## src/rtl/noc_pkg.sv

```systemverilog
// Shared constants and types for the PE-to-NoC network interface.
package noc_pkg;
  localparam int DEST_MSB  = 31;
  localparam int DEST_LSB  = 24;
  localparam int PAYLOAD_W = 24;

  typedef enum logic [1:0] {
    EMPTY = 2'd0,
    ONE   = 2'd1,
    FULL  = 2'd2
  } skid_state_t;
endpackage

```

## src/rtl/noc_skid_buffer.sv

```systemverilog
// Two-entry skid buffer; ready is registered so no valid->ready comb path exists.
module noc_skid_buffer
  import noc_pkg::*;
#(
  parameter int Width = 32
) (
  input  logic             clk,
  input  logic             reset,
  input  logic [Width-1:0] in_data,
  input  logic             in_valid,
  output logic             in_ready,
  output logic [Width-1:0] out_data,
  output logic             out_valid,
  input  logic             out_ready
);
  skid_state_t      state, state_nxt;
  logic [Width-1:0] head, tail;
  logic             ready_q;
  logic             push, pop;

  assign push      = in_valid & ready_q;
  assign pop       = out_valid & out_ready;
  assign in_ready  = ready_q;
  assign out_valid = (state != EMPTY);
  assign out_data  = head;

  always_comb begin
    state_nxt = state;
    case (state)
      EMPTY:   if (push) state_nxt = ONE;
      ONE:     if (push && !pop) state_nxt = FULL;
               else if (!push && pop) state_nxt = EMPTY;
      FULL:    if (pop) state_nxt = ONE;
      default: state_nxt = EMPTY;
    endcase
  end

  always_ff @(posedge clk) begin
    if (reset) begin
      state   <= EMPTY;
      ready_q <= 1'b1;
      head    <= '0;
      tail    <= '0;
    end else begin
      state   <= state_nxt;
      ready_q <= (state_nxt != FULL);
      case (state)
        EMPTY: if (push) head <= in_data;
        ONE: begin
          // push+pop replaces the head; push alone parks the word behind it
          if (push && pop) head <= in_data;
          else if (push)   tail <= in_data;
        end
        FULL:  if (pop) head <= tail;
        default: ;
      endcase
    end
  end
endmodule

```

## src/rtl/pe_noc_interface.sv

```systemverilog
// PE <-> leaf-switch network interface: Tx flit packing, Rx address filter, drop counter.
// Define PE_NOC_INTERFACE_STATS_EN to add saturating Tx/Rx transfer counters.
module pe_noc_interface
  import noc_pkg::*;
#(
  parameter int         DataWidth    = 32,
  parameter logic [7:0] MyAddr       = 8'd0,
  parameter int         DropCntWidth = 8
) (
  input  logic                    i_clk,
  input  logic                    i_reset,
  input  logic [PAYLOAD_W-1:0]    i_pe_data,
  input  logic [7:0]              i_pe_dest,
  input  logic                    i_pe_valid,
  output logic                    o_pe_ready,
  output logic [DataWidth-1:0]    o_data,
  output logic                    o_data_valid,
  input  logic                    i_data_ready,
  input  logic [DataWidth-1:0]    i_data,
  input  logic                    i_data_valid,
  output logic                    o_data_ready,
  output logic [PAYLOAD_W-1:0]    o_pe_data,
  output logic                    o_pe_valid,
  input  logic                    i_pe_ready,
`ifdef PE_NOC_INTERFACE_STATS_EN
  output logic [15:0]             o_tx_cnt,
  output logic [15:0]             o_rx_cnt,
`endif
  output logic [DropCntWidth-1:0] o_drop_cnt
);
  logic match, rx_accept;

  noc_skid_buffer #(.Width(DataWidth)) u_tx_skid (
    .clk      (i_clk),
    .reset    (i_reset),
    .in_data  ({i_pe_dest, i_pe_data}),
    .in_valid (i_pe_valid),
    .in_ready (o_pe_ready),
    .out_data (o_data),
    .out_valid(o_data_valid),
    .out_ready(i_data_ready)
  );

  // Misrouted flits still wait on the Rx skid ready so flit order is kept.
  assign match     = (i_data[DEST_MSB:DEST_LSB] == MyAddr);
  assign rx_accept = i_data_valid & o_data_ready;

  noc_skid_buffer #(.Width(PAYLOAD_W)) u_rx_skid (
    .clk      (i_clk),
    .reset    (i_reset),
    .in_data  (i_data[PAYLOAD_W-1:0]),
    .in_valid (i_data_valid & match),
    .in_ready (o_data_ready),
    .out_data (o_pe_data),
    .out_valid(o_pe_valid),
    .out_ready(i_pe_ready)
  );

  always_ff @(posedge i_clk) begin
    if (i_reset)
      o_drop_cnt <= '0;
    else if (rx_accept && !match && (o_drop_cnt != {DropCntWidth{1'b1}}))
      o_drop_cnt <= o_drop_cnt + 1'b1;
  end

`ifdef PE_NOC_INTERFACE_STATS_EN
  always_ff @(posedge i_clk) begin
    if (i_reset) begin
      o_tx_cnt <= '0;
      o_rx_cnt <= '0;
    end else begin
      if (o_data_valid && i_data_ready && (o_tx_cnt != 16'hFFFF)) o_tx_cnt <= o_tx_cnt + 16'd1;
      if (o_pe_valid && i_pe_ready && (o_rx_cnt != 16'hFFFF))     o_rx_cnt <= o_rx_cnt + 16'd1;
    end
  end
`endif
endmodule

```

## config.mk

```make
export PLATFORM = sky130hd
export DESIGN_NAME = pe_noc_interface
export DESIGN_NICKNAME = d
export VERILOG_FILES = /design/src/rtl/noc_pkg.sv /design/src/rtl/noc_skid_buffer.sv /design/src/rtl/pe_noc_interface.sv
export SDC_FILE = /design/constraint.sdc
export NUM_CORES = 1
export LEC_CHECK = 0
export CORE_UTILIZATION = 55
export CTS_BUF_LIST = sky130_fd_sc_hd__clkbuf_8
export CTS_CLUSTER_SIZE = 20
export DETAILED_ROUTE_END_ITERATION = 16
export PLACE_DENSITY = 0.92
export RECOVER_POWER = 50
export SYNTH_ARGS = -nofsm -noshare
export SYNTH_HDL_FRONTEND = slang
export SYNTH_HIERARCHICAL = 1
export SYNTH_SLANG_ARGS = --single-unit
```

## constraint.sdc

```tcl
create_clock -name i_clk -period 6 [get_ports i_clk]
set_clock_uncertainty 0.15 [all_clocks]
set_input_delay 1.2 -clock i_clk [delete_from_list [all_inputs] [get_ports i_clk]]
set_output_delay 1.2 -clock i_clk [all_outputs]
set_load 0.1 [all_outputs]
```

==> impl_results.rst, run 1 <==
.. list-table::
   :header-rows: 1

   * - Metric
     - Value
   * - Post-synthesis instance total
     - 579
   * - Routability Congestion
     - 0.763
   * - Relative max-transition margin
     - -22.6%
   * - Post-CTS clock slew at the launch and capture registers of the worst setup and hold paths
     - 0.08 ns
   * - Worst path setup slack after routing
     - 1.86 ns
   * - Post-CTS Repair Setup Buffers
     - 0
   * - Count of routing violations after the opening detailed-route iteration
     - 126
   * - Crit end category
     - register
   * - Portion of synthesized cell area occupied by the leading cell type
     - 46.5%
   * - Share of the clock period used by the worst path
     - 69.1%
   * - Worst Tran Pin Value
     - 1.83 ns
   * - Wire length of the first global-routing pass
     - 21.3 mm
   * - Fraction of the yosys area taken by sequential cells
     - 46.5%
   * - Violated checks
     - max-capacitance violations, max-slew violations
   * - Die Y-Extent
     - 101 µm
   * - All-layer global routing usage
     - 26.4%
   * - Vias per cell
     - 5.39
   * - Max Root-Sink Buffers
     - 2
   * - Leading post-synthesis cells by instance count
     - 126 x sky130_fd_sc_hd__dfxtp_1, 117 x sky130_fd_sc_hd__nand2_1, 63 x sky130_fd_sc_hd__a21oi_1, 62 x sky130_fd_sc_hd__nor2_1, 57 x sky130_fd_sc_hd__mux2i_1
   * - Biggest area contributors in the synthesized netlist
     - sky130_fd_sc_hd__dfxtp_1 47%, sky130_fd_sc_hd__mux2_1 11%, sky130_fd_sc_hd__mux2i_1 11%, sky130_fd_sc_hd__nand2_1 8.1%, sky130_fd_sc_hd__a21oi_1 5.8%
   * - Count of distinct cell types in the synthesized netlist
     - 42
   * - Number of warning messages in the yosys log
     - 6
   * - Maximum fanout along the worst path
     - 20
   * - Clock root buffer
     - sky130_fd_sc_hd__clkbuf_8
   * - Primary flip-flop cell chosen by synthesis mapping
     - sky130_fd_sc_hd__dfxtp_1
   * - Average instance area after synthesis
     - 9.36 µm²
   * - Standard cell area after detailed placement
     - 6750 µm²
   * - Slowest cell on the critical path
     - sky130_fd_sc_hd__a31oi_1
   * - Worst vdd ir
     - 0.167 mV
   * - Critical path start-end classification
     - input port to register
   * - Number of standard cells in the final layout excluding fillers
     - 843
   * - Overflow left after global routing
     - 0
   * - Number of max-slew violations in the final report
     - 14
   * - Routed via count
     - 4543
   * - Power density normalized to cell area
     - 273 nW/µm²
   * - Final nets
     - 772
   * - Fraction of layout instances using a drive strength above 1
     - 7.28%
   * - Clock latency of the later-clocked register in the worst-skew pair
     - 0.41 ns
   * - Final standard cell area without fillers
     - 7130 µm²
   * - Launching element type of the critical path
     - input port
   * - Result of the run
     - finished, violations left
   * - Number of global-route vias before repair
     - 4653
   * - Filler cell count
     - 664
   * - H-tree levels
     - 4
   * - Initial antenna violation count
     - 0
   * - Site Rows
     - 35
   * - Leakage power figure
     - 2.96 nW
   * - Netlist area before placement
     - 5420 µm²
   * - Area growth syn-to-layout
     - 31.5%
   * - Count of placed standard cells including taps
     - 811
   * - Biggest area consumer among synthesized cells
     - sky130_fd_sc_hd__dfxtp_1
   * - Largest net degree at the start of global routing
     - 68
   * - Cell breakdown of the critical path
     - dlygate4sd3_1, and2_1, a31oi_1, buf_4, mux2i_1, nor2_1
   * - Number of flops mapped to enable cells by yosys
     - 0
   * - Number of gates given a new drive strength after cts
     - 0
   * - CTS tree
     - built
   * - CP bufs+invs
     - 2
   * - Highest clock frequency the design can meet
     - 241 MHz
   * - Syn Nets
     - 650
   * - Ant diodes
     - 0
   * - Slowest Stage Delay on Critical Path
     - 1.41 ns
   * - Final Hold Violating Endpoints
     - 0
   * - Sum of routed wire length over all layers
     - 13.2 mm
   * - Core area
     - 9420 µm²
   * - Type of the most critical hold path
     - register to register
   * - Chip width
     - 101 µm
   * - Flip-flop and latch count after synthesis
     - 126
   * - I/O pin total
     - 138
   * - Overall power consumption
     - 1.94 mW
   * - Most instantiated library cell after synthesis
     - sky130_fd_sc_hd__dfxtp_1
   * - Maxcap violations
     - 1
   * - CP required
     - 6.12 ns
   * - Top Family by Delay on Critical Path
     - compound AO/OA/AOI/OAI gates
   * - Detail Placement HPWL
     - 8.83 mm
   * - DRT antenna net count
     - 0
   * - Endpoint arrival time on the critical path
     - 4.26 ns
   * - Shortest period the worst path allows
     - 4.14 ns
   * - Sinks on Clock Net
     - 126
   * - Routed wire per std cell
     - 15.6 µm
   * - Number of CTS-inserted buffers
     - 17
   * - Final setup vio count
     - 0
   * - Post-synth ARST share
     - 0%
   * - Hold_buf cts
     - 0
   * - Total DRC errors in the routed layout
     - 0
   * - Setup repair after global routing missed its margin
     - false
   * - Die outline area
     - 10300 µm²
   * - Starting density of the core
     - 57.6%
   * - Port bufs
     - 137
   * - Router iterations before antenna repair
     - 5
   * - Final-layout setup total negative slack
     - 0 ns
   * - Place WS
     - 2.26 ns
-- report_power, final --
group / leakage, nW / total, mW / internal, mW / switching, mW
Combinational: 1.73 / 0.322 / 0.109 / 0.213
Clock: 0.206 / 0.747 / 0.385 / 0.362
Sequential: 1.02 / 0.875 / 0.860 / 0.0149
-- cells by family (layout without fill, tap and decap cells) --
logic type                 Yosys count  after routing  synth area share, %
AOI/OAI and AO/OA                   81             81                 9.02
adders and majority gates            1              1                0.231
muxes                              114            114                 22.4
and+or+nand+nor                    213            213                 17.0
buffers and inverters               44            179                 4.75
DFF                                126            126                 46.5
-- area by class of cell --
| class | count | area [µm²] | share of cell area [%] |
|---|---|---|---|
| Clock buffer | 17 | 234 | 3.28 |
| Tap cell | 129 | 161 | 2.26 |
| Inverter | 5 | 18.8 | 0.263 |
| Timing Repair Buffer | 142 | 1410 | 19.7 |
| Clock inverter | 15 | 178 | 2.49 |
| Sequential cell | 126 | 2520 | 35.4 |
| Multi-Input combinational cell | 409 | 2610 | 36.6 |
-- routing by layer --
layer	track usage [%]	part of all wire, %
met1	29.9	41
met2	48.0	52
met3	6.14	5.0
met4	10.6	2.6
met5	0	0
-- through the flow --
stage          hold WS, ns  utilization [%]
2_1_floorplan        0.282                -
3_3_place_gp         0.287             71.7
3_5_place_dp         0.292             71.7
4_1_cts              0.303             76.1
5_1_grt              0.319             75.7
6_report             0.302             75.7
-- sequential cells by signal, summed over array words and instances (netlist names) --
| register | flops |
|---|---|
| u_rx_skid/state | 2 |
| u_tx_skid/in_ready | 1 |
| u_tx_skid/tail | 32 |
| u_rx_skid/tail | 24 |
| u_rx_skid/out_data | 24 |
| u_rx_skid/in_ready | 1 |
| u_tx_skid/out_data | 32 |
| o_drop_cnt | 8 |
| u_tx_skid/state | 2 |
-- final timing paths --
check,from,end,slack [ns],depth (start not counted)
hold / removal,u_tx_skid/tail[21]$_SDFFE_PP0P_,u_tx_skid/tail[21]$_SDFFE_PP0P_,0.30,2
setup / recovery,i_pe_valid,u_tx_skid/out_data[16]$_SDFFE_PP0P_,1.86,6
hold reg to reg,u_tx_skid/tail[21]$_SDFFE_PP0P_,u_tx_skid/tail[21]$_SDFFE_PP0P_,0.30,2
setup reg to reg,u_tx_skid/in_ready$_SDFF_PP1_,u_tx_skid/out_data[16]$_SDFFE_PP0P_,2.90,5
-- worst register-to-register path: cells and delay by family, from the launching register on --
kind	cells	cell delay, ns
compound gates	1	1.41
buf+inv	1	0.55
mux	1	0.28
simple gates	2	0.24
flops	1	0.33
-- placed cells by master, fill, tap and decap left out, types with 6 or more instances in the layout --
| master | count |
|---|---|
| sky130_fd_sc_hd__dlygate4sd3_1 | 40 |
| sky130_fd_sc_hd__a21oi_1 | 63 |
| sky130_fd_sc_hd__nand2_1 | 117 |
| sky130_fd_sc_hd__dfxtp_1 | 126 |
| sky130_fd_sc_hd__clkdlybuf4s50_1 | 96 |
| sky130_fd_sc_hd__nor2_1 | 62 |
| sky130_fd_sc_hd__mux2_1 | 53 |
| sky130_fd_sc_hd__clkbuf_8 | 17 |
| sky130_fd_sc_hd__nand2b_1 | 7 |
| sky130_fd_sc_hd__mux2i_1 | 57 |
| sky130_fd_sc_hd__buf_4 | 6 |
Power figures use the tool's default switching activity.
==> inputs of run 2 (changes only) <==
--- a/config.mk
+++ b/config.mk
@@ -5,11 +5,11 @@
 export SDC_FILE = /design/constraint.sdc
 export NUM_CORES = 1
 export LEC_CHECK = 0
-export CORE_UTILIZATION = 55
+export CORE_UTILIZATION = 46
 export CTS_BUF_LIST = sky130_fd_sc_hd__clkbuf_8
 export CTS_CLUSTER_SIZE = 20
 export DETAILED_ROUTE_END_ITERATION = 16
-export PLACE_DENSITY = 0.92
+export PLACE_DENSITY = 0.83
 export RECOVER_POWER = 50
 export SYNTH_ARGS = -nofsm -noshare
 export SYNTH_HDL_FRONTEND = slang
==> constraint.sdc (replaced) <==
create_clock -name i_clk -period 3.7 [get_ports i_clk]
set_clock_uncertainty 0.15 [all_clocks]
set_input_delay 0.74 -clock i_clk [delete_from_list [all_inputs] [get_ports i_clk]]
set_output_delay 0.74 -clock i_clk [all_outputs]
set_load 0.1 [all_outputs]
==> run 2 against run 1 <==
Hold slack barely moved. Sequential power rose by 62%. Final cell count rose by 2.0%. The run now ends clean. First-iteration DRC count rose by 100%. Power up 65%. Global-route usage fell by 4.6 points. Critical endpoint is now u_tx_skid/out_data[10]$_SDFFE_PP0P_. Core utilization fell by 13 points.
==> impl_results.rst, run 2 (synthesis results as in run 1) <==
.. list-table::
   :header-rows: 1

   * - Metric
     - Value
   * - Endpoint arrival time on the critical path
     - 3.31 ns
   * - Starting density of the core
     - 47.3%
   * - Leakage power figure
     - 2.85 nW
   * - Fraction of layout instances using a drive strength above 1
     - 7.26%
   * - Post-CTS clock slew at the launch and capture registers of the worst setup and hold paths
     - 0.08 ns
   * - Final nets
     - 774
   * - I/O pin total
     - 138
   * - Clock latency of the later-clocked register in the worst-skew pair
     - 0.44 ns
   * - Routability Congestion
     - 0.783
   * - Type of the most critical hold path
     - register to register
   * - Result of the run
     - finished, final reports clean
   * - Final-layout setup total negative slack
     - 0 ns
   * - Number of global-route vias before repair
     - 4579
   * - Die Y-Extent
     - 111 µm
   * - Max Root-Sink Buffers
     - 2
   * - Worst path setup slack after routing
     - 0.554 ns
   * - Number of standard cells in the final layout excluding fillers
     - 860
   * - Number of max-slew violations in the final report
     - 0
   * - Vias per cell
     - 5.21
   * - Count of placed standard cells including taps
     - 827
   * - Post-CTS Repair Setup Buffers
     - 0
   * - Port bufs
     - 137
   * - Wire length of the first global-routing pass
     - 21.7 mm
   * - Sinks on Clock Net
     - 126
   * - Launching element type of the critical path
     - input port
   * - Critical path start-end classification
     - input port to register
   * - H-tree levels
     - 4
   * - Core area
     - 11500 µm²
   * - Final setup vio count
     - 0
   * - Largest net degree at the start of global routing
     - 81
   * - DRT antenna net count
     - 0
   * - CTS tree
     - built
   * - Worst Tran Pin Value
     - 1.38 ns
   * - Initial antenna violation count
     - 1
   * - Overflow left after global routing
     - 0
   * - Site Rows
     - 39
   * - Power density normalized to cell area
     - 449 nW/µm²
   * - Chip width
     - 111 µm
   * - Most common cell after layout, fill and taps aside
     - sky130_fd_sc_hd__clkdlybuf4s50_1
   * - Number of CTS-inserted buffers
     - 17
   * - All-layer global routing usage
     - 21.9%
   * - Most frequent cells in the layout
     - 128 x sky130_fd_sc_hd__clkdlybuf4s50_1, 126 x sky130_fd_sc_hd__dfxtp_1, 117 x sky130_fd_sc_hd__nand2_1, 63 x sky130_fd_sc_hd__a21oi_1, 62 x sky130_fd_sc_hd__nor2_1
   * - Die outline area
     - 12200 µm²
   * - Number of cells traversed by the worst hold path
     - 2
   * - Setup repair after global routing missed its margin
     - false
   * - Highest clock frequency the design can meet
     - 318 MHz
   * - Router iterations before antenna repair
     - 4
   * - Maxcap violations
     - 0
   * - Clock root buffer
     - sky130_fd_sc_hd__clkbuf_8
   * - Number of gates given a new drive strength after cts
     - 0
   * - Shortest period the worst path allows
     - 3.15 ns
   * - Hold_buf cts
     - 0
   * - Share of the clock period used by the worst path
     - 85.0%
   * - Total DRC errors in the routed layout
     - 0
   * - Count of cells along the worst register-to-register path
     - 5
   * - Final Hold Violating Endpoints
     - 0
   * - Worst vdd ir
     - 0.335 mV
   * - Place WS
     - 0.411 ns
   * - CP required
     - 3.87 ns
   * - Area growth syn-to-layout
     - 31.8%
   * - Routed wire per std cell
     - 15.1 µm
   * - Detail Placement HPWL
     - 8.75 mm
   * - Sum of routed wire length over all layers
     - 13.0 mm
   * - Routed via count
     - 4477
   * - Count of routing violations after the opening detailed-route iteration
     - 254
   * - Maximum fanout along the worst path
     - 29
   * - Crit end category
     - register
   * - Relative max-transition margin
     - 7.69%
run 2: changes by cell type in the layout (fill, tap and decap cells not counted), sizes merged:
cell,delta
dlygate4sd3,-35
clkdlybuf4s50,+32
clkbuf,+7
inv,-5
clkinvlp,+3
bufinv,+1
clkinv,-1
diode,+1
run 2: area by class of cell:
type | count | area [µm²]
diodes | 1 | 2.50
clock buffers | 19 | 262
clock inverters | 13 | 161
inverters | 5 | 18.8
well taps | 143 | 179
repair buffers | 144 | 1400
multi-input cells | 409 | 2610
flip-flops and latches | 126 | 2520
fillers | 937 | 4320
run 2: metal layers:
| metal | GRT usage, % | routed length, µm |
|---|---|---|
| met1 | 25.4 | 5700 |
| met2 | 36.9 | 6300 |
| met3 | 7.57 | 791 |
| met4 | 8.62 | 215 |
| met5 | 0 | 0 |
run 2: final timing paths:
check / start / endpoint / slack (ns)
worst max-delay path: i_data_ready / u_tx_skid/out_data[10]$_SDFFE_PP0P_ / 0.55
worst min-delay path: u_tx_skid/tail[19]$_SDFFE_PP0P_ / u_tx_skid/tail[19]$_SDFFE_PP0P_ / 0.30
worst max register to register: u_tx_skid/state[0]$_SDFF_PP0_ / u_tx_skid/out_data[10]$_SDFFE_PP0P_ / 1.11
worst min register to register: u_tx_skid/tail[19]$_SDFFE_PP0P_ / u_tx_skid/tail[19]$_SDFFE_PP0P_ / 0.30
run 2: critical path, cell delays in order:
cell and delay (ns):
sky130_fd_sc_hd__dlygate4sd3_1 0.60, sky130_fd_sc_hd__nand2b_1 0.21, sky130_fd_sc_hd__a31oi_1 0.49, sky130_fd_sc_hd__clkbuf_2 0.87, sky130_fd_sc_hd__mux2i_1 0.29, sky130_fd_sc_hd__nor2_1 0.06
run 2: report_power, final:
part	switching, mW	leakage [nW]	total (mW)	internal (mW)
registers	0.0256	1.02	1.42	1.40
clock network	0.558	0.205	1.26	0.703
logic	0.343	1.62	0.525	0.181
run 2: per-stage QoR:
| step | hold WS [ns] | utilization, % | area (µm²) | total power, mW |
|---|---|---|---|---|
| after detailed placement | 0.292 | 59.2 | 6790 | 1.98 |
| final | 0.302 | 62.3 | 7150 | 3.21 |
| after floorplan | 0.282 | - | 5420 | 1.81 |
| after global placement | 0.287 | 59.2 | 6790 | 1.97 |
| after global routing | 0.315 | 62.3 | 7150 | 3.33 |
| after CTS | 0.302 | 62.9 | 7210 | 3.24 |
==> inputs of run 3 (changes only) <==
--- a/config.mk
+++ b/config.mk
@@ -5,11 +5,11 @@
 export SDC_FILE = /design/constraint.sdc
 export NUM_CORES = 1
 export LEC_CHECK = 0
-export CORE_UTILIZATION = 46
+export CORE_UTILIZATION = 55
 export CTS_BUF_LIST = sky130_fd_sc_hd__clkbuf_8
 export CTS_CLUSTER_SIZE = 20
 export DETAILED_ROUTE_END_ITERATION = 16
-export PLACE_DENSITY = 0.83
+export PLACE_DENSITY = 0.92
 export RECOVER_POWER = 50
 export SYNTH_ARGS = -nofsm -noshare
 export SYNTH_HDL_FRONTEND = slang
==> constraint.sdc (replaced) <==
create_clock -name i_clk -period 3.8 [get_ports i_clk]
set_clock_uncertainty 0.15 [all_clocks]
set_input_delay 0.76 -clock i_clk [delete_from_list [all_inputs] [get_ports i_clk]]
set_output_delay 0.76 -clock i_clk [all_outputs]
set_load 0.1 [all_outputs]
==> run 3 against run 2 <==
Core utilization increased by 14 points. Via count increased by 3.0%. Clock power decreased by 9%. Flip-flop and latch count did not move. Critical endpoint is now u_rx_skid/tail[19]$_SDFFE_PP0P_. Register-to-register slack gained 0.32 ns. Die area shrank 16%. Non-clock buffer count stayed put. Final cell count decreased by 1.7%. Clock-buffer cell count is the same. Wire length grew 3.1%. Design area about the same.
==> impl_results.rst, run 3 (synthesis results as in run 1) <==
.. list-table::
   :header-rows: 1

   * - Metric
     - Value
   * - Sinks on Clock Net
     - 126
   * - CTS tree
     - built
   * - Worst vdd ir
     - 0.290 mV
   * - Post-CTS clock slew at the launch and capture registers of the worst setup and hold paths
     - 0.07 ns
   * - Critical path start-end classification
     - input port to register
   * - Fraction of layout instances using a drive strength above 1
     - 7.54%
   * - Router iterations before antenna repair
     - 4
   * - Site Rows
     - 35
   * - Final-layout setup total negative slack
     - 0 ns
   * - Worst Tran Pin Value
     - 1.26 ns
   * - Crit end category
     - register
   * - Final Hold Violating Endpoints
     - 0
   * - Routability Congestion
     - 0.803
   * - Largest net degree at the start of global routing
     - 92
   * - Number of CTS-inserted buffers
     - 17
   * - Min-Delay Startpoint
     - u_rx_skid/tail[18]$_SDFFE_PP0P_
   * - Filler cell count
     - 677
   * - CP bufs+invs
     - 1
   * - Relative max-transition margin
     - 16.0%
   * - Vias per cell
     - 5.46
   * - Number of gates given a new drive strength after cts
     - 0
   * - Routed wire per std cell
     - 15.9 µm
   * - Wire length of the first global-routing pass
     - 21.4 mm
   * - Worst hold path endpoint
     - u_rx_skid/tail[18]$_SDFFE_PP0P_
   * - H-tree levels
     - 4
   * - Most common cell after layout, fill and taps aside
     - sky130_fd_sc_hd__dfxtp_1
   * - Result of the run
     - finished, final reports clean
   * - Area growth syn-to-layout
     - 31.9%
   * - Cell breakdown of the critical path
     - dlygate4sd3_1, nor4_1, and3_2, and3b_1, nand2b_1, nand2_1, a21oi_1
   * - Chip width
     - 101 µm
   * - Count of routing violations after the opening detailed-route iteration
     - 114
   * - Overflow left after global routing
     - 0
   * - Sum of routed wire length over all layers
     - 13.4 mm
   * - Initial antenna violation count
     - 0
   * - Post-CTS Repair Setup Buffers
     - 0
   * - Slowest cell on the critical path
     - sky130_fd_sc_hd__dlygate4sd3_1
   * - Die outline area
     - 10300 µm²
   * - Count of cells along the worst register-to-register path
     - 5
   * - Ant diodes
     - 0
   * - Number of global-route vias before repair
     - 4743
   * - Count of placed standard cells including taps
     - 813
   * - Shortest period the worst path allows
     - 3.22 ns
   * - Final nets
     - 774
   * - Power density normalized to cell area
     - 427 nW/µm²
   * - All-layer global routing usage
     - 26.7%
   * - Endpoint arrival time on the critical path
     - 3.32 ns
   * - Hold_buf cts
     - 0
   * - Worst path setup slack after routing
     - 0.584 ns
   * - Leakage power figure
     - 2.88 nW
   * - Final setup vio count
     - 0
   * - Place WS
     - 0.449 ns
   * - Number of standard cells in the final layout excluding fillers
     - 845
   * - Die Y-Extent
     - 101 µm
   * - I/O pin total
     - 138
   * - Core area
     - 9420 µm²
   * - Share of the clock period used by the worst path
     - 84.6%
   * - Maxcap violations
     - 0
   * - Port bufs
     - 137
   * - Most frequent cells in the layout
     - 126 x sky130_fd_sc_hd__dfxtp_1, 122 x sky130_fd_sc_hd__clkdlybuf4s50_1, 117 x sky130_fd_sc_hd__nand2_1, 63 x sky130_fd_sc_hd__a21oi_1, 62 x sky130_fd_sc_hd__nor2_1
   * - Type of the most critical hold path
     - register to register
   * - Max Root-Sink Buffers
     - 2
   * - Detail Placement HPWL
     - 9.21 mm
   * - CP required
     - 3.90 ns
   * - Start of the worst register-to-register path
     - u_tx_skid/state[0]$_SDFF_PP0_
   * - Slowest Stage Delay on Critical Path
     - 0.55 ns
   * - Setup repair after global routing missed its margin
     - false
   * - Maximum fanout along the worst path
     - 24
   * - Slack of the worst reg-to-reg path
     - 1.43 ns
   * - Clock latency of the later-clocked register in the worst-skew pair
     - 0.41 ns
   * - End of the worst register-to-register path
     - u_tx_skid/out_data[15]$_SDFFE_PP0P_
   * - Clock root buffer
     - sky130_fd_sc_hd__clkbuf_8
   * - Number of max-slew violations in the final report
     - 0
   * - Launching element type of the critical path
     - input port
   * - Starting density of the core
     - 57.6%
   * - Number of cells traversed by the worst hold path
     - 2
   * - Routed via count
     - 4612
   * - Total DRC errors in the routed layout
     - 0
   * - Top Family by Delay on Critical Path
     - simple AND/OR/NAND/NOR gates
   * - Highest clock frequency the design can meet
     - 311 MHz
   * - DRT antenna net count
     - 0
[run 3: routing by layer]
| metal | GRT usage [%] | wire length, µm | vias to the layer above |
|---|---|---|---|
| met5 | 0 | 0 | - |
| met4 | 12.3 | 348 | 0 |
| met3 | 5.80 | 660 | 33 |
| met2 | 48.9 | 7060 | 150 |
| met1 | 29.3 | 5330 | 2220 |
| li1 | - | - | 2209 |
[run 3: tightest hold or removal path: stages, from the launching register on]
cell and delay [ns]:
sky130_fd_sc_hd__dfxtp_1 0.31, sky130_fd_sc_hd__nand2_1 0.05, sky130_fd_sc_hd__a21oi_1 0.05
[run 3: worst max path at each step]
stage,slack (ns),cells past startpoint,to,start
finish,0.58,7,u_rx_skid/tail[19]$_SDFFE_PP0P_,i_data[28]
detailed placement,0.45,7,u_rx_skid/tail[19]$_SDFFE_PP0P_,i_data[28]
global placement,0.64,7,u_rx_skid/tail[14]$_SDFFE_PP0P_,i_data[25]
CTS,0.77,2,o_pe_valid,u_rx_skid/state[1]$_SDFF_PP0_
floorplan,1.36,5,o_drop_cnt[3]$_SDFFE_PP0P_,o_drop_cnt[1]$_SDFFE_PP0P_
global route,0.47,7,u_rx_skid/tail[23]$_SDFFE_PP0P_,i_data[28]
[run 3: per-stage QoR]
stage / power [mW] / hold WS (ns) / cell area [µm²] / util [%]
CTS: 3.08 / 0.306 / 7180 / 76.3
global route: 3.15 / 0.315 / 7150 / 75.9
floorplan: 1.76 / 0.282 / 5420 / -
finish: 3.05 / 0.303 / 7150 / 75.9
detailed placement: 1.93 / 0.295 / 6780 / 72.0
global placement: 1.92 / 0.287 / 6780 / 72.0
[run 3: layout make-up]
class | instances | area, µm² | share of cell area (%)
repair buffers | 144 | 1430 | 20.1
clock inverters | 13 | 140 | 1.96
inverters | 5 | 18.8 | 0.262
well taps | 129 | 161 | 2.26
multi-input cells | 409 | 2610 | 36.5
clock buffers | 19 | 262 | 3.66
flip-flops and latches | 126 | 2520 | 35.3
[run 3: report_power, final]
group | leakage [nW] | total [mW] | switching, mW | internal [mW]
Combinational | 1.66 | 0.518 | 0.338 | 0.179
Clock | 0.194 | 1.15 | 0.534 | 0.619
Sequential | 1.02 | 1.38 | 0.0231 | 1.36
